==> src/rtl/ctrl_decode_pipe_if.sv <==
// Instruction-side and control-word-side handshake bundle for ctrl_decode_pipe.
// master = the environment (issue stage / downstream), slave = the decode stage.
interface ctrl_decode_pipe_if;
   logic        in_valid;
   logic        in_ready;
   logic [5:0]  Op_code;
   logic [5:0]  Funct;
   logic [4:0]  Shamt;
   logic [4:0]  Rs;
   logic [4:0]  Rt;
   logic        out_valid;
   logic        out_ready;
   logic [25:0] Ctrl;
   logic        Exception;

   modport master (
      output in_valid, Op_code, Funct, Shamt, Rs, Rt, out_ready,
      input  in_ready, out_valid, Ctrl, Exception
   );

   modport slave (
      input  in_valid, Op_code, Funct, Shamt, Rs, Rt, out_ready,
      output in_ready, out_valid, Ctrl, Exception
   );
endinterface

==> src/rtl/ctrl_decode_pipe.sv <==
// Registered, handshaked MIPS-subset main decoder with multi-cycle busy window and exception log.
// Optional macro MULDIV_EN: makes SPECIAL2 mul (op 011100, funct 000010) legal and multi-cycle.
//
// state | meaning
// IDLE  | accepting instructions; output register holds last decoded word
// BUSY  | multi-cycle op in flight; counter runs down to the output load
module ctrl_decode_pipe #(
   parameter int MUL_LAT   = 4,
   parameter int EXC_CNT_W = 8
) (
   input  logic                 clk,
   input  logic                 rst,
   ctrl_decode_pipe_if.slave    bus,
   input  logic                 flush,
   output logic [EXC_CNT_W-1:0] exc_count,
   output logic [11:0]          exc_last
);

   // Field order matches the Ctrl port, MSB first; the three LSBs are reserved zero.
   typedef struct packed {
      logic       ext_op;
      logic       reg_dst;
      logic       shift_amount_src;
      logic       jump;
      logic       alu_shift_sel;
      logic       reg_dt0;
      logic [3:0] alu_op;
      logic [1:0] shift_op;
      logic [2:0] alu_src_b;
      logic [2:0] condition;
      logic [1:0] load_type;
      logic       reg_wr;
      logic       mem_wr;
      logic       mem_to_reg;
      logic [2:0] rsvd;
   } ctrl_t;

   typedef enum logic {IDLE = 1'b0, BUSY = 1'b1} state_t;

   localparam bit MULTI_CYCLE = (MUL_LAT > 1);

   state_t               state, state_nxt;
   logic [3:0]           cnt, cnt_nxt;
   logic                 ov_q, ov_nxt;
   ctrl_t                ctrl_q, ctrl_nxt, pend_q, pend_nxt, dec;
   logic                 exc_q, exc_nxt, dec_exc, dec_multi;
   logic [EXC_CNT_W-1:0] exc_count_nxt;
   logic [11:0]          exc_last_nxt;
   logic                 in_ready_c, accept;
   logic                 unused_fields;

   assign unused_fields = ^{bus.Shamt, bus.Rs, bus.Rt};

   always_comb begin
      dec       = '0;
      dec_exc   = 1'b0;
      dec_multi = 1'b0;
      case (bus.Op_code)
         6'b000000: begin
            dec.reg_dst = 1'b1;
            dec.reg_wr  = 1'b1;
            case (bus.Funct)
               6'b100000: dec.alu_op = 4'b1110;
               6'b100010: dec.alu_op = 4'b1111;
               6'b100011: dec.alu_op = 4'b0001;
               6'b101011: dec.alu_op = 4'b0111;
               6'b000111: begin
                  dec.alu_shift_sel    = 1'b1;
                  dec.shift_amount_src = 1'b1;
                  dec.shift_op         = 2'd2;
               end
               6'b000010: begin
                  dec.alu_shift_sel = 1'b1;
                  dec.shift_op      = 2'd3;
               end
               default: begin
                  dec     = '0;
                  dec_exc = 1'b1;
               end
            endcase
         end
         6'b000001: begin
            dec.alu_op    = 4'b0001;
            dec.condition = 3'd3;
            dec.reg_dt0   = 1'b1;
            dec.ext_op    = 1'b1;
            dec.reg_wr    = 1'b1;
         end
         6'b000010: begin
            dec.jump   = 1'b1;
            dec.reg_wr = 1'b1;
         end
         6'b001000, 6'b001001, 6'b001010: begin
            dec.alu_src_b = 3'd1;
            dec.ext_op    = 1'b1;
            dec.reg_wr    = 1'b1;
            if (bus.Op_code == 6'b001000) dec.alu_op = 4'b1110;
            if (bus.Op_code == 6'b001010) dec.alu_op = 4'b0101;
         end
         6'b001110: begin
            dec.alu_src_b = 3'd1;
            dec.alu_op    = 4'b1001;
            dec.reg_wr    = 1'b1;
         end
         6'b001111: begin
            dec.alu_src_b = 3'd4;
            dec.reg_wr    = 1'b1;
         end
         6'b011100: begin
            dec.reg_dst = 1'b1;
            dec.reg_wr  = 1'b1;
            case (bus.Funct)
               6'b100001: dec.alu_op = 4'b0011;
               6'b100000: dec.alu_op = 4'b0010;
`ifdef MULDIV_EN
               6'b000010: begin
                  dec.alu_op = 4'b0100;
                  dec_multi  = 1'b1;
               end
`endif
               default: begin
                  dec     = '0;
                  dec_exc = 1'b1;
               end
            endcase
         end
         6'b011111: begin
            dec.reg_dst = 1'b1;
            dec.reg_wr  = 1'b1;
            dec.alu_op  = 4'b1010;
            dec.ext_op  = 1'b1;
         end
         6'b100011, 6'b100010, 6'b100110: begin
            dec.alu_op     = 4'b1110;
            dec.ext_op     = 1'b1;
            dec.reg_wr     = 1'b1;
            dec.mem_to_reg = 1'b1;
            dec.load_type  = (bus.Op_code == 6'b100011) ? 2'b10 :
                             (bus.Op_code == 6'b100010) ? 2'b01 : 2'b11;
         end
         6'b101011: begin
            dec.alu_op = 4'b1110;
            dec.ext_op = 1'b1;
            dec.mem_wr = 1'b1;
         end
         default: dec_exc = 1'b1;
      endcase
   end

   assign in_ready_c = (state == IDLE) & (~ov_q | bus.out_ready) & ~flush;
   assign accept     = bus.in_valid & in_ready_c;

   always_comb begin
      state_nxt     = state;
      cnt_nxt       = cnt;
      ov_nxt        = ov_q;
      ctrl_nxt      = ctrl_q;
      exc_nxt       = exc_q;
      pend_nxt      = pend_q;
      exc_count_nxt = exc_count;
      exc_last_nxt  = exc_last;
      if (ov_q & bus.out_ready) ov_nxt = 1'b0;
      case (state)
         IDLE: begin
            if (accept) begin
               // Logged at accept so that a later flush cannot hide the event.
               if (dec_exc) begin
                  if (exc_count != '1) exc_count_nxt = exc_count + EXC_CNT_W'(1);
                  exc_last_nxt = {bus.Op_code, bus.Funct};
               end
               if (dec_multi & MULTI_CYCLE) begin
                  state_nxt = BUSY;
                  cnt_nxt   = 4'(MUL_LAT - 1);
                  pend_nxt  = dec;
                  ov_nxt    = 1'b0;
               end else begin
                  ctrl_nxt = dec;
                  exc_nxt  = dec_exc;
                  ov_nxt   = 1'b1;
               end
            end
         end
         BUSY: begin
            cnt_nxt = cnt - 4'd1;
            if (cnt == 4'd1) begin
               state_nxt = IDLE;
               ctrl_nxt  = pend_q;
               exc_nxt   = 1'b0;
               ov_nxt    = 1'b1;
            end
         end
         default: state_nxt = IDLE;
      endcase
      if (flush) begin
         state_nxt = IDLE;
         cnt_nxt   = 4'd0;
         ov_nxt    = 1'b0;
      end
   end

   always_ff @(posedge clk) begin
      if (rst) begin
         state     <= IDLE;
         cnt       <= 4'd0;
         ov_q      <= 1'b0;
         ctrl_q    <= '0;
         exc_q     <= 1'b0;
         pend_q    <= '0;
         exc_count <= '0;
         exc_last  <= 12'd0;
      end else begin
         state     <= state_nxt;
         cnt       <= cnt_nxt;
         ov_q      <= ov_nxt;
         ctrl_q    <= ctrl_nxt;
         exc_q     <= exc_nxt;
         pend_q    <= pend_nxt;
         exc_count <= exc_count_nxt;
         exc_last  <= exc_last_nxt;
      end
   end

   assign bus.in_ready  = in_ready_c;
   assign bus.out_valid = ov_q;
   assign bus.Ctrl      = ctrl_q;
   assign bus.Exception = exc_q;

endmodule

==> src/flat_wrapper.sv <==
// flat-port wrapper written by rule: the top's interface ports become plain ports
module ctrl_decode_pipe_flat 
#(
   parameter int MUL_LAT   = 4,
   parameter int EXC_CNT_W = 8
)
  (clk, rst, flush, exc_count, exc_last, bus_in_valid, bus_Op_code, bus_Funct, bus_Shamt, bus_Rs, bus_Rt, bus_out_ready, bus_in_ready, bus_out_valid, bus_Ctrl, bus_Exception);
  ctrl_decode_pipe_if bus_i ();
  input  logic clk;
  input  logic rst;
  input  logic flush;
  output logic [EXC_CNT_W-1:0] exc_count;
  output logic [11:0] exc_last;
  input wire logic [$bits(bus_i.in_valid)-1:0] bus_in_valid;
  input wire logic [$bits(bus_i.Op_code)-1:0] bus_Op_code;
  input wire logic [$bits(bus_i.Funct)-1:0] bus_Funct;
  input wire logic [$bits(bus_i.Shamt)-1:0] bus_Shamt;
  input wire logic [$bits(bus_i.Rs)-1:0] bus_Rs;
  input wire logic [$bits(bus_i.Rt)-1:0] bus_Rt;
  input wire logic [$bits(bus_i.out_ready)-1:0] bus_out_ready;
  output wire logic [$bits(bus_i.in_ready)-1:0] bus_in_ready;
  output wire logic [$bits(bus_i.out_valid)-1:0] bus_out_valid;
  output wire logic [$bits(bus_i.Ctrl)-1:0] bus_Ctrl;
  output wire logic [$bits(bus_i.Exception)-1:0] bus_Exception;
  assign bus_i.in_valid = bus_in_valid;
  assign bus_i.Op_code = bus_Op_code;
  assign bus_i.Funct = bus_Funct;
  assign bus_i.Shamt = bus_Shamt;
  assign bus_i.Rs = bus_Rs;
  assign bus_i.Rt = bus_Rt;
  assign bus_i.out_ready = bus_out_ready;
  assign bus_in_ready = bus_i.in_ready;
  assign bus_out_valid = bus_i.out_valid;
  assign bus_Ctrl = bus_i.Ctrl;
  assign bus_Exception = bus_i.Exception;
  ctrl_decode_pipe #(.MUL_LAT(MUL_LAT), .EXC_CNT_W(EXC_CNT_W)) u_core (.clk(clk), .rst(rst), .bus(bus_i), .flush(flush), .exc_count(exc_count), .exc_last(exc_last));
endmodule
==> config.mk <==
export PLATFORM = sky130hd
export DESIGN_NAME = ctrl_decode_pipe_flat
export DESIGN_NICKNAME = d
export VERILOG_FILES = /design/src/rtl/ctrl_decode_pipe_if.sv /design/src/rtl/ctrl_decode_pipe.sv /design/src/flat_wrapper.sv
export SDC_FILE = /design/constraint.sdc
export NUM_CORES = 1
export LEC_CHECK = 0
export BUFFER_PORTS_ARGS = -buffer_cell sky130_fd_sc_hd__buf_2
export CAP_MARGIN = 40
export CORE_MARGIN = 4
export CORE_UTILIZATION = 30
export CTS_CLUSTER_SIZE = 24
export DETAILED_ROUTE_END_ITERATION = 10
export PLACE_DENSITY = 0.65
export SYNTH_ARGS = -nofsm -noshare
export SYNTH_HDL_FRONTEND = slang
export SYNTH_SLANG_ARGS = --single-unit
export TNS_END_PERCENT = 20
==> constraint.sdc <==
create_clock -name clk -period 2 [get_ports clk]
set_clock_uncertainty 0.05 [all_clocks]
set_input_delay 0.4 -clock clk [delete_from_list [all_inputs] [get_ports clk]]
set_output_delay 0.4 -clock clk [all_outputs]
set_load 0.01 [all_outputs]
==> summary.md, run 1 <==
| Metric | Value |
|---|---|
| Status | finished clean |
| Top post-synthesis cells by area | dfxtp_1, nor2_1, mux2i_1 |
| R2R Setup Slk | 130 ps |
| Antenna Cells | 0 |
| Startpoint Class | input pin |
| Vias | 2452 |
| H-Tree Depth | 2 |
| Initial Util | 31.44% |
| Critical path capture point type | register |
| Finished Layout Cells | 485 |
| Gpl congestion | 0.8489 |
| Final Hold Viols | 0 |
| Worst-skew pair later-pin latency | 300 ps |
| Hold Slack | 359.0 ps |
| Fill cells | 806 |
| M3 GR Usage | 2.760% |
| Initial antenna violation count | 0 |
| GRT busiest layer | met2 |
| Worst path arrival time | 2070 ps |
| Final setup viols | 0 |
| HP Class | input pin to register |
| LEAKAGE | 1.456 nW |
| Power per Cell Area | 595.2 nW/um^2 |
| Reg2reg end | u_core.exc_count[0] |
| YS warnings | 0 |
| GRT overflow | 0 |
| Global-route wire length before repair | 11360 um |
| Core area | 7888 um^2 |
| CP Max Fanout | 12 |
| Vias in the first global route | 2363 |
| Mapped Cells | 298 |
| ANT nets after route | 0 |
| EDFF count, synth | 0 |
| Largest net degree at the start of global routing | 25 |
| Die Ht | 98.92 um |
| Fin crit period | 1918 ps |
| Synth async-reset ratio | 0% |
| Max-Cap Viols | 0 |
| Max frequency | 521.3 MHz |
| Nets | 417 |
| Crit path cell chain | buf_2, nor4_4, nand2_1, nor4_4, a21oi_4, buf_12, nor2b_1, mux2_1 |
| Required @ worst endpoint | 2150 ps |
| Sequential share of the synthesized area | 36.33% |
| R2R depth | 7 |
| Met2 Use GR | 21.80% |
| Met1 Use GR | 19.04% |
| Drt wl/cell | 13.89 um |
| Top FF cell, synth | dfxtp_1 |
| Rows | 32 |
| # IOs | 81 |
| Part of the cycle the worst path needs | 95.91% |
| Layout cell share with drive strength beyond 1 | 34.20% |
| Critical path type | input pin to register |
| Distinct cells, synth | 61 |
| WHS Path Cells | 3 |
| Post-DP HPWL | 5243 um |
| CTS Root Buffer Type | clkbuf_8 |
| Reg2reg start | u_core.state |
| Post-Synthesis Cell Area | 2480 um^2 |
| Cell mode on critical path | nor4_4 |
| Avg Inst Size Synth | 8.322 um^2 |
| Synth top area share | 36.33% |
| Total CTS buffers | 5 |
| Starting DRT DRC Count | 159 |
| GRT Total Usage | 14.00% |
| Hold Path Sink | u_core.exc_last[5] |
| CTS tree | done |
| Die Wd | 98.92 um |
| Post-Route WL | 6739 um |
| Leading area contributor after synthesis | dfxtp_1 |
| Clock Sink Count | 45 |
| IO Port Bufs | 60 |
| Die ar. | 9785 um^2 |
| #FFs+latches synth | 45 |
| Area Overhead vs Synth | 32.80% |
| Final max-slew violation count | 0 |
| Post-route DRC | 0 |
| Worst-path clk slew | 90 ps |
| Via/cell ratio | 5.056 |
| Max incr delay on CP | 340 ps |
| Worst ir drop on vdd | 0.2453 mV |
| Worst hold start | bus_Funct[5] |
| Placed cell count | 477 |
| Drt pass-1 iters | 4 |
| Postcts setup bufs | 0 |
| Clock Tree Buf Depth | 2 |
| Worst setup startpoint | bus_Op_code[4] |
| Slowest CP cell | mux2_1 |
[sequential cells by signal, indices dropped and copies added, names as in the netlist]
name / count
u_core.state: 1
u_core.bus.Ctrl: 18
u_core.bus.Exception: 1
u_core.bus.out_valid: 1
u_core.cnt: 4
u_core.exc_count: 8
u_core.exc_last: 12
[per-layer routing]
| metal | routed length, um | part of all wire [%] |
|---|---|---|
| met1 | 3120 | 46 |
| met2 | 3088 | 46 |
| met3 | 398 | 5.9 |
| met4 | 131 | 1.9 |
| met5 | 0 | 0 |
[cell usage in the layout (no fill, tap or decap), types with 4 or more instances in the layout]
| cell type | netlist | routed |
|---|---|---|
| a21oi_1 | 15 | 15 |
| a22oi_1 | 8 | 8 |
| a32oi_1 | 6 | 6 |
| buf_2 | 11 | 60 |
| buf_4 | 8 | 43 |
| clkbuf_8 | 0 | 5 |
| conb_1 | 1 | 5 |
| dfxtp_1 | 45 | 45 |
| inv_1 | 6 | 6 |
| mux2i_1 | 13 | 13 |
| nand2_1 | 17 | 17 |
| nand2b_1 | 9 | 9 |
| nand3_1 | 7 | 6 |
| nor2_1 | 45 | 44 |
| nor2b_1 | 5 | 5 |
| nor3_1 | 7 | 5 |
| nor4_1 | 4 | 4 |
| o21ai_0 | 8 | 8 |
| or3_1 | 5 | 5 |
| xnor2_1 | 4 | 4 |
[how the worst max path moves through the flow]
stage | end | slack [ps] | depth (start not counted)
5_1_grt | u_core.exc_last[5] | -10 | 9
3_5_place_dp | u_core.exc_count[4] | -280 | 8
3_3_place_gp | u_core.exc_count[5] | -230 | 8
6_report | u_core.exc_count[0] | 80 | 8
2_1_floorplan | u_core.exc_last[10] | -80 | 9
4_1_cts | u_core.exc_count[4] | 40 | 7
[cell usage after synthesis, types with 2 or more instances]
library cell	n
inv_1	6
nand2b_1	9
o21ai_0	8
mux2_1	3
nor3_1	7
or2_2	2
a21oi_1	15
buf_4	8
nand3_1	7
or3_1	5
nand2_1	17
nor2b_1	5
and3_1	2
a31o_1	2
and2_1	2
dfxtp_1	45
nor3b_1	3
o22ai_1	3
mux2i_1	13
o31ai_1	2
ha_1	3
buf_2	11
clkbuf_1	11
o21ai_1	2
xor2_1	2
a22oi_1	8
nor4_1	4
a32oi_1	6
nor2_1	45
o211ai_1	2
a211oi_1	3
xnor2_1	4
o41ai_1	3
or4_1	3
[cell families (layout without fill, tap and decap cells)]
group	after synthesis	after routing	share of synthesized area (%)
simple gates	121	121	25.48
compound gates	65	65	18.77
flops	45	45	36.33
buf+inv	40	121	8.627
mux	16	16	6.609
xor+xnor	6	6	2.119
fa+ha+maj	4	4	1.917
other cells	1	5	0.1512
[through the flow]
stage	TNS [ps]	cell area [um^2]	utilization [%]	total power [W]	setup WS, ps
floorplan	-1058	2559	-	0.001151	-77.47
global route	-12.05	3293	41.75	0.002060	-12.05
detailed placement	-5143	3147	39.90	0.001279	-277.7
finish	0	3293	41.75	0.001960	81.87
global placement	-4220	3147	39.90	0.001274	-230.9
CTS	0	3263	41.37	0.001986	37.59
[worst max-delay path: cells and delay by family]
family	cells	cell delay (ps)
buffers and inverters	2	290
AOI/OAI and AO/OA	1	70
and+or+nand+nor	4	960
muxes	1	340
[layout make-up]
type	instances	area [um^2]	share of cell area [%]
Clock buffer	6	72.57	2.204
Clock inverter	2	38.79	1.178
Inverter	7	26.28	0.7979
Multi-Input combinational cell	217	1453	44.11
Sequential cell	45	900.9	27.36
Tap cell	102	127.6	3.875
Timing Repair Buffer	106	674.4	20.48
[repair_timing]
| item | CTS | global route |
|---|---|---|
| hold buffers | 0 | 0 |
| gates resized for setup | 1 | 6 |
| pin swaps | 1 | 2 |
| setup endpoints to repair | 3 | 10 |
[power breakdown]
group	total [W]	switching, W	internal [W]	leakage [nW]
Clock	0.000697	0.000322	0.000375	0.0554
Sequential	0.000926	0.0000109	0.000915	0.364
Combinational	0.000337	0.000185	0.000152	1.04
Total	0.00196	0.000518	0.00144	1.46
Note: power is estimated with default switching activity, not from simulation.
==> run 2, diff against run 1 <==
--- a/config.mk
+++ b/config.mk
@@ -5,13 +5,14 @@
 export SDC_FILE = /design/constraint.sdc
 export NUM_CORES = 1
 export LEC_CHECK = 0
-export BUFFER_PORTS_ARGS = -buffer_cell sky130_fd_sc_hd__buf_2
+export ABC_CLOCK_PERIOD_IN_PS = 2000
 export CAP_MARGIN = 40
 export CORE_MARGIN = 4
 export CORE_UTILIZATION = 30
 export CTS_CLUSTER_SIZE = 24
 export DETAILED_ROUTE_END_ITERATION = 10
-export PLACE_DENSITY = 0.65
+export DONT_BUFFER_PORTS = 1
+export PLACE_DENSITY = 0.56
 export SYNTH_ARGS = -nofsm -noshare
 export SYNTH_HDL_FRONTEND = slang
 export SYNTH_SLANG_ARGS = --single-unit
==> run 2 against run 1 <==
Setup slack better by 51 ps. Global-route usage down 0.73 points. Clock power down 25%. Sequential share of layout area up 6.0 points. Worst hold slack worse by 240 ps. Non-clock buffer count down 88. Wire length down 4.2%. Register-to-register slack about the same. Critical path depth down 2.
==> summary.md, run 2 (synthesis results as in run 1) <==
| Metric | Value |
|---|---|
| GRT busiest layer | met2 |
| LEAKAGE | 0.9896 nW |
| Max-Cap Viols | 0 |
| Worst-path clk slew | 80 ps |
| Commonest non-fill, non-tap cells in the layout | dfxtp_1, nor2_1, buf_4 |
| Int Pwr | 0.001232 W |
| Global-route wire length before repair | 10500 um |
| Largest net degree at the start of global routing | 46 |
| Clock Tree Buf Depth | 2 |
| Combinational share of power | 10.9% |
| Area Overhead vs Synth | 8.880% |
| Placement Cell Area | 2604 um^2 |
| Hold_buf cts | 0 |
| Via/cell ratio | 5.329 |
| Crit path cell chain | ha_1, nand3_1, or2_2, nand2_1, nor3_1, mux2_1 |
| CTS tree | done |
| Vias in the first global route | 2018 |
| Final setup viols | 0 |
| Die Wd | 98.92 um |
| Die ar. | 9785 um^2 |
| Startpoint Class | register |
| Gpl congestion | 0.7994 |
| Antenna Cells | 0 |
| Status | finished clean |
| ANT nets after route | 0 |
| Fill cells | 831 |
| Core area | 7888 um^2 |
| Commonest non-fill, non-tap cell in the layout | dfxtp_1 |
| R2R depth | 6 |
| WHS Path Cells | 1 |
| Placed cell count | 388 |
| Fin crit period | 1867 ps |
| RSZ-0062 raised after global routing | false |
| Clk network pwr share | 32.0% |
| Post-Route Utilization | 34.23% |
| Design Area, Final | 2700 um^2 |
| Drt pass-1 iters | 4 |
| GRT Total Usage | 13.27% |
| Final Hold Viols | 0 |
| IO Port Bufs | 0 |
| GRT overflow | 0 |
| Largest register FFs | 18 |
| Max incr delay on CP | 450 ps |
| Worst path arrival time | 2000 ps |
| M3 GR Usage | 5.096% |
| Post-DP HPWL | 4728 um |
| Initial antenna violation count | 0 |
| CTS Root Buffer Type | clkbuf_8 |
| Finished Layout Cells | 395 |
| H-Tree Depth | 2 |
| Switching pwr | 0.0004087 W |
| Vias | 2105 |
| Worst ir drop on vdd | 0.2376 mV |
| Clock Sink Count | 45 |
| Layout cell share with drive strength beyond 1 | 13.99% |
| HP Class | input pin to register |
| Part of the cycle the worst path needs | 93.35% |
| Rows | 32 |
| Sequential power share | 57.2% |
| Net Sw Frac | 24.91% |
| Max frequency | 535.6 MHz |
| Power per Cell Area | 607.6 nW/um^2 |
| Post-Route WL | 6453 um |
| CP Max Fanout | 5 |
| Die Ht | 98.92 um |
| Final max-slew violation count | 0 |
| Worst-skew pair later-pin latency | 290 ps |
| Nets | 329 |
| Met1 Use GR | 16.86% |
| Initial Util | 31.44% |
| Met2 Use GR | 19.89% |
| Critical path type | register to register |
| Critical path capture point type | register |
| Post-route DRC | 0 |
| Drt wl/cell | 16.34 um |
| Slowest CP cell | dfxtp_1 |
| Total CTS buffers | 5 |
| # IOs | 81 |
| Starting DRT DRC Count | 179 |
| Required @ worst endpoint | 2130 ps |
## run 2: path summary, 6_finish.rpt
kind,slack [ps],from,end
worst max register to register,130,u_core.exc_count[0],u_core.exc_count[5]
worst max-delay path,130,u_core.exc_count[0],u_core.exc_count[5]
worst min register to register,450,u_core.cnt[1],u_core.cnt[1]
worst min-delay path,120,rst,u_core.exc_count[3]
## run 2: area by class of cell
cell class | instances | area, um^2 | area share, %
sequential | 45 | 900.9 | 33.36
multi-input combinational | 217 | 1436 | 53.20
inverter | 7 | 26.28 | 0.9731
timing repair buffer | 18 | 135.1 | 5.005
tap | 102 | 127.6 | 4.727
clock buffer | 5 | 68.82 | 2.549
clock inverter | 1 | 5.005 | 0.1854
## run 2: power groups by stage
stage	clock, W	combinational [W]	sequential [W]
3_3_place_gp	0	0.000173	0.000960
6_report	0.000524	0.000178	0.000938
5_1_grt	0.000593	0.000199	0.000941
3_5_place_dp	0	0.000175	0.000961
4_1_cts	0.000549	0.000176	0.000940
2_1_floorplan	0	0.000195	0.000956
## run 2: worst max-delay path, delay by kind of cell, from the launching register on
family | cells | cell delay (ps)
fa+ha+maj | 1 | 230
flops | 1 | 450
mux | 1 | 330
simple gates | 4 | 690
## run 2: timing repair
action,4_1_cts,5_1_grt
buffers inserted,0,1
endpoints found under the hold margin,0,0
resized for setup,0,3
endpoints found under the setup margin,0,5
## run 2: layer usage
layer	wire length [um]	vias up	part of all wire, %
li1	-	1048	-
met1	2731	978	42
met2	2983	64	46
met3	568	15	8.8
met4	170	0	2.6
met5	0	-	0
## run 2: through the flow
stage	hold slack, ps	total power [W]	TNS [ps]	worst slack (ps)
2_1_floorplan	418.5	0.001151	-1058	-77.47
3_3_place_gp	424.2	0.001132	-1708	-152.4
3_5_place_dp	426.0	0.001136	-2266	-200.1
4_1_cts	107.2	0.001664	0	3.507
5_1_grt	103.7	0.001733	0	23.51
6_report	123.9	0.001641	0	133.1
